### config.mk
export PLATFORM = sky130hd
export DESIGN_NAME = id_ex_stage
export DESIGN_NICKNAME = d
export VERILOG_FILES = /design/src/rtl/pipe_pkg.sv /design/src/rtl/fwd_mux.sv /design/src/rtl/id_ex_stage.sv
export SDC_FILE = /design/constraint.sdc
export NUM_CORES = 1
export LEC_CHECK = 0
export CAP_MARGIN = 40
export CORE_MARGIN = 8
export CORE_UTILIZATION = 48
export CTS_CLUSTER_DIAMETER = 100
export CTS_CLUSTER_SIZE = 14
export DETAILED_ROUTE_END_ITERATION = 8
export HOLD_SLACK_MARGIN = 0.15
export PLACE_DENSITY = 0.86
export SYNTH_ARGS = -nofsm -noshare
export SYNTH_HDL_FRONTEND = slang
export SYNTH_HIERARCHICAL = 1
export SYNTH_SLANG_ARGS = --single-unit
export TNS_END_PERCENT = 20
### constraint.sdc
create_clock -name clk -period 2.8 [get_ports clk]
set_input_delay 0.56 -clock clk [delete_from_list [all_inputs] [get_ports clk]]
set_output_delay 0.56 -clock clk [all_outputs]
set_load 0.01 [all_outputs]
### src/rtl/pipe_pkg.sv
// pipe_pkg: shared widths, ALU opcodes and the ID/EX register layout.
package pipe_pkg;
  localparam int DATA_W = 16;
  localparam int REG_AW = 3;
  localparam int OP_W   = 4;
  localparam int IMM_W  = 8;
  typedef enum logic [OP_W-1:0] {
    OP_AND = 4'd0,
    OP_ADD = 4'd1,
    OP_SUB = 4'd2,
    OP_SLL = 4'd3,
    OP_SRL = 4'd4
  } op_e;
  localparam logic [OP_W-1:0]   OP_MAX_LEGAL = 4'd4;
  localparam logic [REG_AW-1:0] R0 = '0;
  typedef struct packed {
    logic [OP_W-1:0]   op;
    logic [REG_AW-1:0] rs_a;
    logic [REG_AW-1:0] rt_a;
    logic [REG_AW-1:0] rd_a;
    logic [DATA_W-1:0] rs_d;
    logic [DATA_W-1:0] rt_d;
    logic [IMM_W-1:0]  imm;
    logic              use_imm;
    logic              reg_write;
  } idex_t;
endpackage

### src/rtl/fwd_mux.sv
// fwd_mux: picks the newest value of one source register; EX/MEM beats MEM/WB, R0 is always zero.
module fwd_mux
  import pipe_pkg::*;
(
  input  logic [REG_AW-1:0] addr,
  input  logic [DATA_W-1:0] data,
  input  logic              exmem_wr,
  input  logic [REG_AW-1:0] exmem_rd,
  input  logic [DATA_W-1:0] exmem_data,
  input  logic              memwb_wr,
  input  logic [REG_AW-1:0] memwb_rd,
  input  logic [DATA_W-1:0] memwb_data,
  output logic [DATA_W-1:0] q
);
  assign q = (addr == R0)                      ? '0         :
             (exmem_wr && exmem_rd == addr)    ? exmem_data :
             (memwb_wr && memwb_rd == addr)    ? memwb_data : data;
endmodule

### src/rtl/id_ex_stage.sv
// id_ex_stage: one-deep ID/EX register with handshake, flush, operand bypass and stall counter.
module id_ex_stage
  import pipe_pkg::*;
(
  input  logic              clk,
  input  logic              rst_n,
  input  logic              in_valid,
  output logic              in_ready,
  input  logic [OP_W-1:0]   in_opcode,
  input  logic [REG_AW-1:0] in_rs_addr,
  input  logic [REG_AW-1:0] in_rt_addr,
  input  logic [REG_AW-1:0] in_rd_addr,
  input  logic [DATA_W-1:0] in_rs_data,
  input  logic [DATA_W-1:0] in_rt_data,
  input  logic [IMM_W-1:0]  in_imm,
  input  logic              in_use_imm,
  input  logic              in_reg_write,
  input  logic              flush,
  input  logic              out_ready,
  output logic              out_valid,
  output logic [DATA_W-1:0] out_rs,
  output logic [DATA_W-1:0] out_rt,
  output logic [OP_W-1:0]   out_opcode,
  output logic [REG_AW-1:0] out_rd_addr,
  output logic              out_reg_write,
  output logic              out_illegal,
  input  logic              exmem_wr,
  input  logic [REG_AW-1:0] exmem_rd,
  input  logic [DATA_W-1:0] exmem_data,
  input  logic              memwb_wr,
  input  logic [REG_AW-1:0] memwb_rd,
  input  logic [DATA_W-1:0] memwb_data,
  output logic [15:0]       stall_cnt
);
  idex_t             r;
  logic              v;
  logic [DATA_W-1:0] fwd_rs, fwd_rt;
  fwd_mux u_fwd_rs (
    .addr(r.rs_a), .data(r.rs_d),
    .exmem_wr(exmem_wr), .exmem_rd(exmem_rd), .exmem_data(exmem_data),
    .memwb_wr(memwb_wr), .memwb_rd(memwb_rd), .memwb_data(memwb_data),
    .q(fwd_rs)
  );
  fwd_mux u_fwd_rt (
    .addr(r.rt_a), .data(r.rt_d),
    .exmem_wr(exmem_wr), .exmem_rd(exmem_rd), .exmem_data(exmem_data),
    .memwb_wr(memwb_wr), .memwb_rd(memwb_rd), .memwb_data(memwb_data),
    .q(fwd_rt)
  );
  assign in_ready      = !v || out_ready;
  assign out_valid     = v;
  assign out_rs        = fwd_rs;
  assign out_rt        = r.use_imm ? {{(DATA_W-IMM_W){1'b0}}, r.imm} : fwd_rt;
  assign out_opcode    = r.op;
  assign out_rd_addr   = r.rd_a;
  assign out_reg_write = v && r.reg_write;
  assign out_illegal   = v && (r.op > OP_MAX_LEGAL);
  always_ff @(posedge clk or negedge rst_n)
    if (!rst_n) begin
      v         <= 1'b0;
      r         <= '0;
      stall_cnt <= '0;
    end else begin
      if (v && !out_ready && stall_cnt != 16'hFFFF) stall_cnt <= stall_cnt + 16'd1;
      if (flush) v <= 1'b0;
      else if (in_valid && in_ready) begin
        v <= 1'b1;
        r <= '{op: in_opcode, rs_a: in_rs_addr, rt_a: in_rt_addr, rd_a: in_rd_addr,
               rs_d: in_rs_data, rt_d: in_rt_data, imm: in_imm,
               use_imm: in_use_imm, reg_write: in_reg_write};
      end else if (v && out_ready) v <= 1'b0;
      else if (v) begin
        // stalled: latch the bypassed value so it survives its producer retiring
        r.rs_d <= fwd_rs;
        r.rt_d <= fwd_rt;
      end
    end
endmodule
==> flow_summary.json <==
{
  "run_status": "finished clean",
  "dieArea_um2": 12110,
  "synth_compound_gate_area_share_pct": 12.32,
  "async_reset_ff_share_pct": 100.0,
  "track_usage_pct": 22.63,
  "num_io_pins": 159,
  "first_global_vias": 4097,
  "gr-usage-met2_pct": 37.33,
  "post_synth_main_area_contributors": "dfrtp_1 42%, mux2i_1 15%, mux2_2 8.0%",
  "syn_area_um2": 4244,
  "area_of_the_core_region_um2": 8636,
  "area_growth_pct": 50.21,
  "min_to": "r[10]$_DFFE_PN0P_",
  "detail-route-antenna-nets": 0,
  "post-synth-top-area-cell": "dfrtp_1",
  "reg2reg_from": "r[45]$_DFFE_PN0P_",
  "avgViaCountPerCell": 5.591,
  "num_antenna_cells": 0,
  "ff2ff_path_depth": 9,
  "number_of_antenna_violations_at_the_first_check_in_global_routing": 0,
  "min_delay_path_depth": 2,
  "final_cell_mix": "118 x clkdlybuf4s50_1, 69 x dfrtp_1, 65 x mux2i_1",
  "drive_gt1_share_pct": 18.76,
  "clkSinkCount": 72,
  "post_synth_and_or_nand_nor_area_fraction_pct": 11.82,
  "die_w_um": 110.0,
  "fin_total_pwr_mw": 3.865,
  "most_used_flip_flop_cell_after_synthesis": "dfrtp_1",
  "max_slew_margin_pct": 52.07,
  "num_rows": 34,
  "final-hold-violation-count": 0,
  "mostFrequentLayoutCell": "clkdlybuf4s50_1",
  "setup_slack_ps": 4.136,
  "cpMostUsedCell": "dlygate4sd2_1",
  "die_height_um": 110.0,
  "mappedNetlistNets": 515,
  "start_util_pct": 49.15,
  "drtPass1Iterations": 4,
  "cts.path.max_buffers": 2,
  "post_drt_wl_per_cell_um": 20.01,
  "largest_family_of_logic_cells_by_synthesized_area": "multiplexers",
  "post_route_fraction_of_the_period_consumed_by_the_critical_path_pct": 99.85,
  "crit_arrival_ps": 2240,
  "detail_route.drc_violations": 0,
  "cts_root_buf": "clkbuf_8",
  "maximum_achievable_frequency_mhz": 357.7,
  "hpwl_um": 9960,
  "cellLeakagePower_nw": 3.059,
  "path_class": "input port to primary output",
  "wl_um": 13790,
  "finalMaxSlewViolations": 0,
  "htreeDepth": 3,
  "rsz_0062_raised_after_global_routing": "yes",
  "cp.required_ps": 2240,
  "grt_start_max_net_pins": 66,
  "via_count": 3852,
  "crit_path_cell_trace": "dlygate4sd2_1 -> xnor2_2 -> nand4_1 -> buf_4 -> buf_12 -> o21ai_1 -> a21oi_2 -> mux2_2 -> dlygate4sd2_1",
  "avgSynthCellArea_um2": 10.25,
  "netlist_instances": 414,
  "cts_inserted_buffers": 9,
  "grt.met3_usage_pct": 5.640,
  "port_buffers": 158,
  "timing.clock.skew_ps": 7.548,
  "critical_path.endpoint_type": "primary output",
  "p_per_area_nw_per_um2": 606.3,
  "synthAdderAreaFrac_pct": 0.2948,
  "nets": 677,
  "worstReg2RegEnd": "r[16]$_DFFE_PN0P_",
  "clk_transition_reported_paths_ps": 70,
  "yosysSeqAreaShare_pct": 42.45,
  "setup.worst_path.start_class": "input port",
  "drt_iter0_markers": 173,
  "r2r_setup_slack_ps": 900,
  "timing.final.setup_violations": 0,
  "timing_worst_slew_pin_value_ps": 718.9,
  "max_stage_delay_ps": 290,
  "yosys.area.top_type_share_pct": 42.45,
  "post-route-min-period_ps": 2796,
  "globalRoute.busiestLayer": "met2",
  "tritoncts_clock_tree": "done",
  "clock_latency_late_sink_ps": 350,
  "gr-usage-met1_pct": 27.88,
  "cap_violations": 0,
  "placer_s_final_routability_congestion_estimate": 0.8118,
  "synth_warnings": 6,
  "holdCritPathClass": "flop to flop",
  "gr-total-overflow": 0,
  "synth-edff-count": 0,
  "peakVddDrop_v": 0.0004680,
  "ys_seq_elements": 72,
  "worstPathMaxFanout": 9,
  "global_route_wire_length_before_repair_um": 21140,
  "post_synth_xor_area_fraction_pct": 4.953,
  "share_of_synthesized_area_spent_on_multiplexers_pct": 23.91,
  "synthDistinctLibCells": 40,
  "crit_path_top_delay_cell": "dlygate4sd2_1",
  "hold_path_start": "r[10]$_DFFE_PN0P_",
  "pre_cts_slack_ps": -497.7
}
final cells by class:
cell class,count,area [µm²]
clock buffers,11,141.4
clock inverters,5,80.08
fillers,610,2261
inverters,3,11.26
multi-input cells,308,2385
flip-flops and latches,72,1805
well taps,108,135.1
repair buffers,182,1817
critical path, delay by kind of cell:
family	cells	cell delay (ps)
xor+xnor	1	160
compound gates	2	240
mux	1	270
simple gates	1	120
buf+inv	4	880
cells by family after synthesis:
kind of cell,count (synthesis)
AND/OR/NAND/NOR,84
multiplexers,97
flip-flops,72
adder cells (fa/ha/maj),1
buffers and inverters,34
XOR/XNOR,24
AO/OA/AOI/OAI,102
metrics by stage:
step | hold slack (ps) | setup TNS, ps | cell area (µm²) | cells | utilization (%)
6_report | 482.3 | 0 | 6375 | 689 | 73.82
3_3_place_gp | 461.4 | -9706 | 6008 | 665 | 69.57
4_1_cts | 487.3 | -169.0 | 6374 | 689 | 73.80
5_1_grt | 516.0 | -22.04 | 6375 | 689 | 73.82
3_5_place_dp | 409.4 | -11030 | 6036 | 666 | 69.89
2_1_floorplan | 264.4 | 0 | 4244 | 414 | -
worst max-delay path by stage:
stage,start,endpoint,slack [ps],cells after the start
final,exmem_rd[0],out_rt[5],4,9
after global routing,exmem_rd[1],out_rt[5],-20,9
after CTS,memwb_wr,out_rt[15],-130,7
after detailed placement,exmem_rd[2],out_rt[2],-500,8
after global placement,exmem_rd[1],out_rt[2],-470,8
after floorplan,memwb_rd[0],out_rt[4],540,6
cells in the mapped netlist, types with 3 or more instances:
library cell and count:
dfrtp_1 72, nand4_4 3, or3_1 3, o21a_1 4, o21ai_0 64, xor2_1 9
mux2_2 30, xnor2_1 15, buf_4 9, nor2_1 3, buf_2 3, mux2i_1 65
nor2b_1 8, a21oi_1 33, clkbuf_1 16, nor3_1 3, nand2_1 35, nand4_1 7
nand3_1 4, nor4_1 3
sequential cells by signal, summed over array words and instances, names as in the netlist:
register	flops
r	48
stall_cnt	16
out_opcode	4
out_rd_addr	3
out_valid	1
layer usage:
layer | up-vias | share of wire [%]
li1 | 1819 | -
met1 | 1872 | 42
met2 | 147 | 48
met3 | 14 | 7.9
met4 | 0 | 1.4
met5 | - | 0
where the power goes:
part | switching, mW | internal, mW | leakage (nW) | total, mW
Combinational | 0.686 | 0.823 | 2.06 | 1.51
Clock | 0.401 | 0.525 | 0.106 | 0.926
Sequential | 0.187 | 1.24 | 0.897 | 1.43
Total | 1.27 | 2.59 | 3.06 | 3.86
timing repair:
| item | CTS | global route |
|---|---|---|
| resized for setup | 77 | 20 |
| hold buffers | 1 | 0 |
| buffers inserted | 5 | 0 |
| cloned | 1 | 0 |
| pin swaps | 3 | 3 |
| endpoints found under the setup margin | 32 | 16 |
| hold endpoints to repair | 8 | 0 |
(Power assumes the default switching activity.)
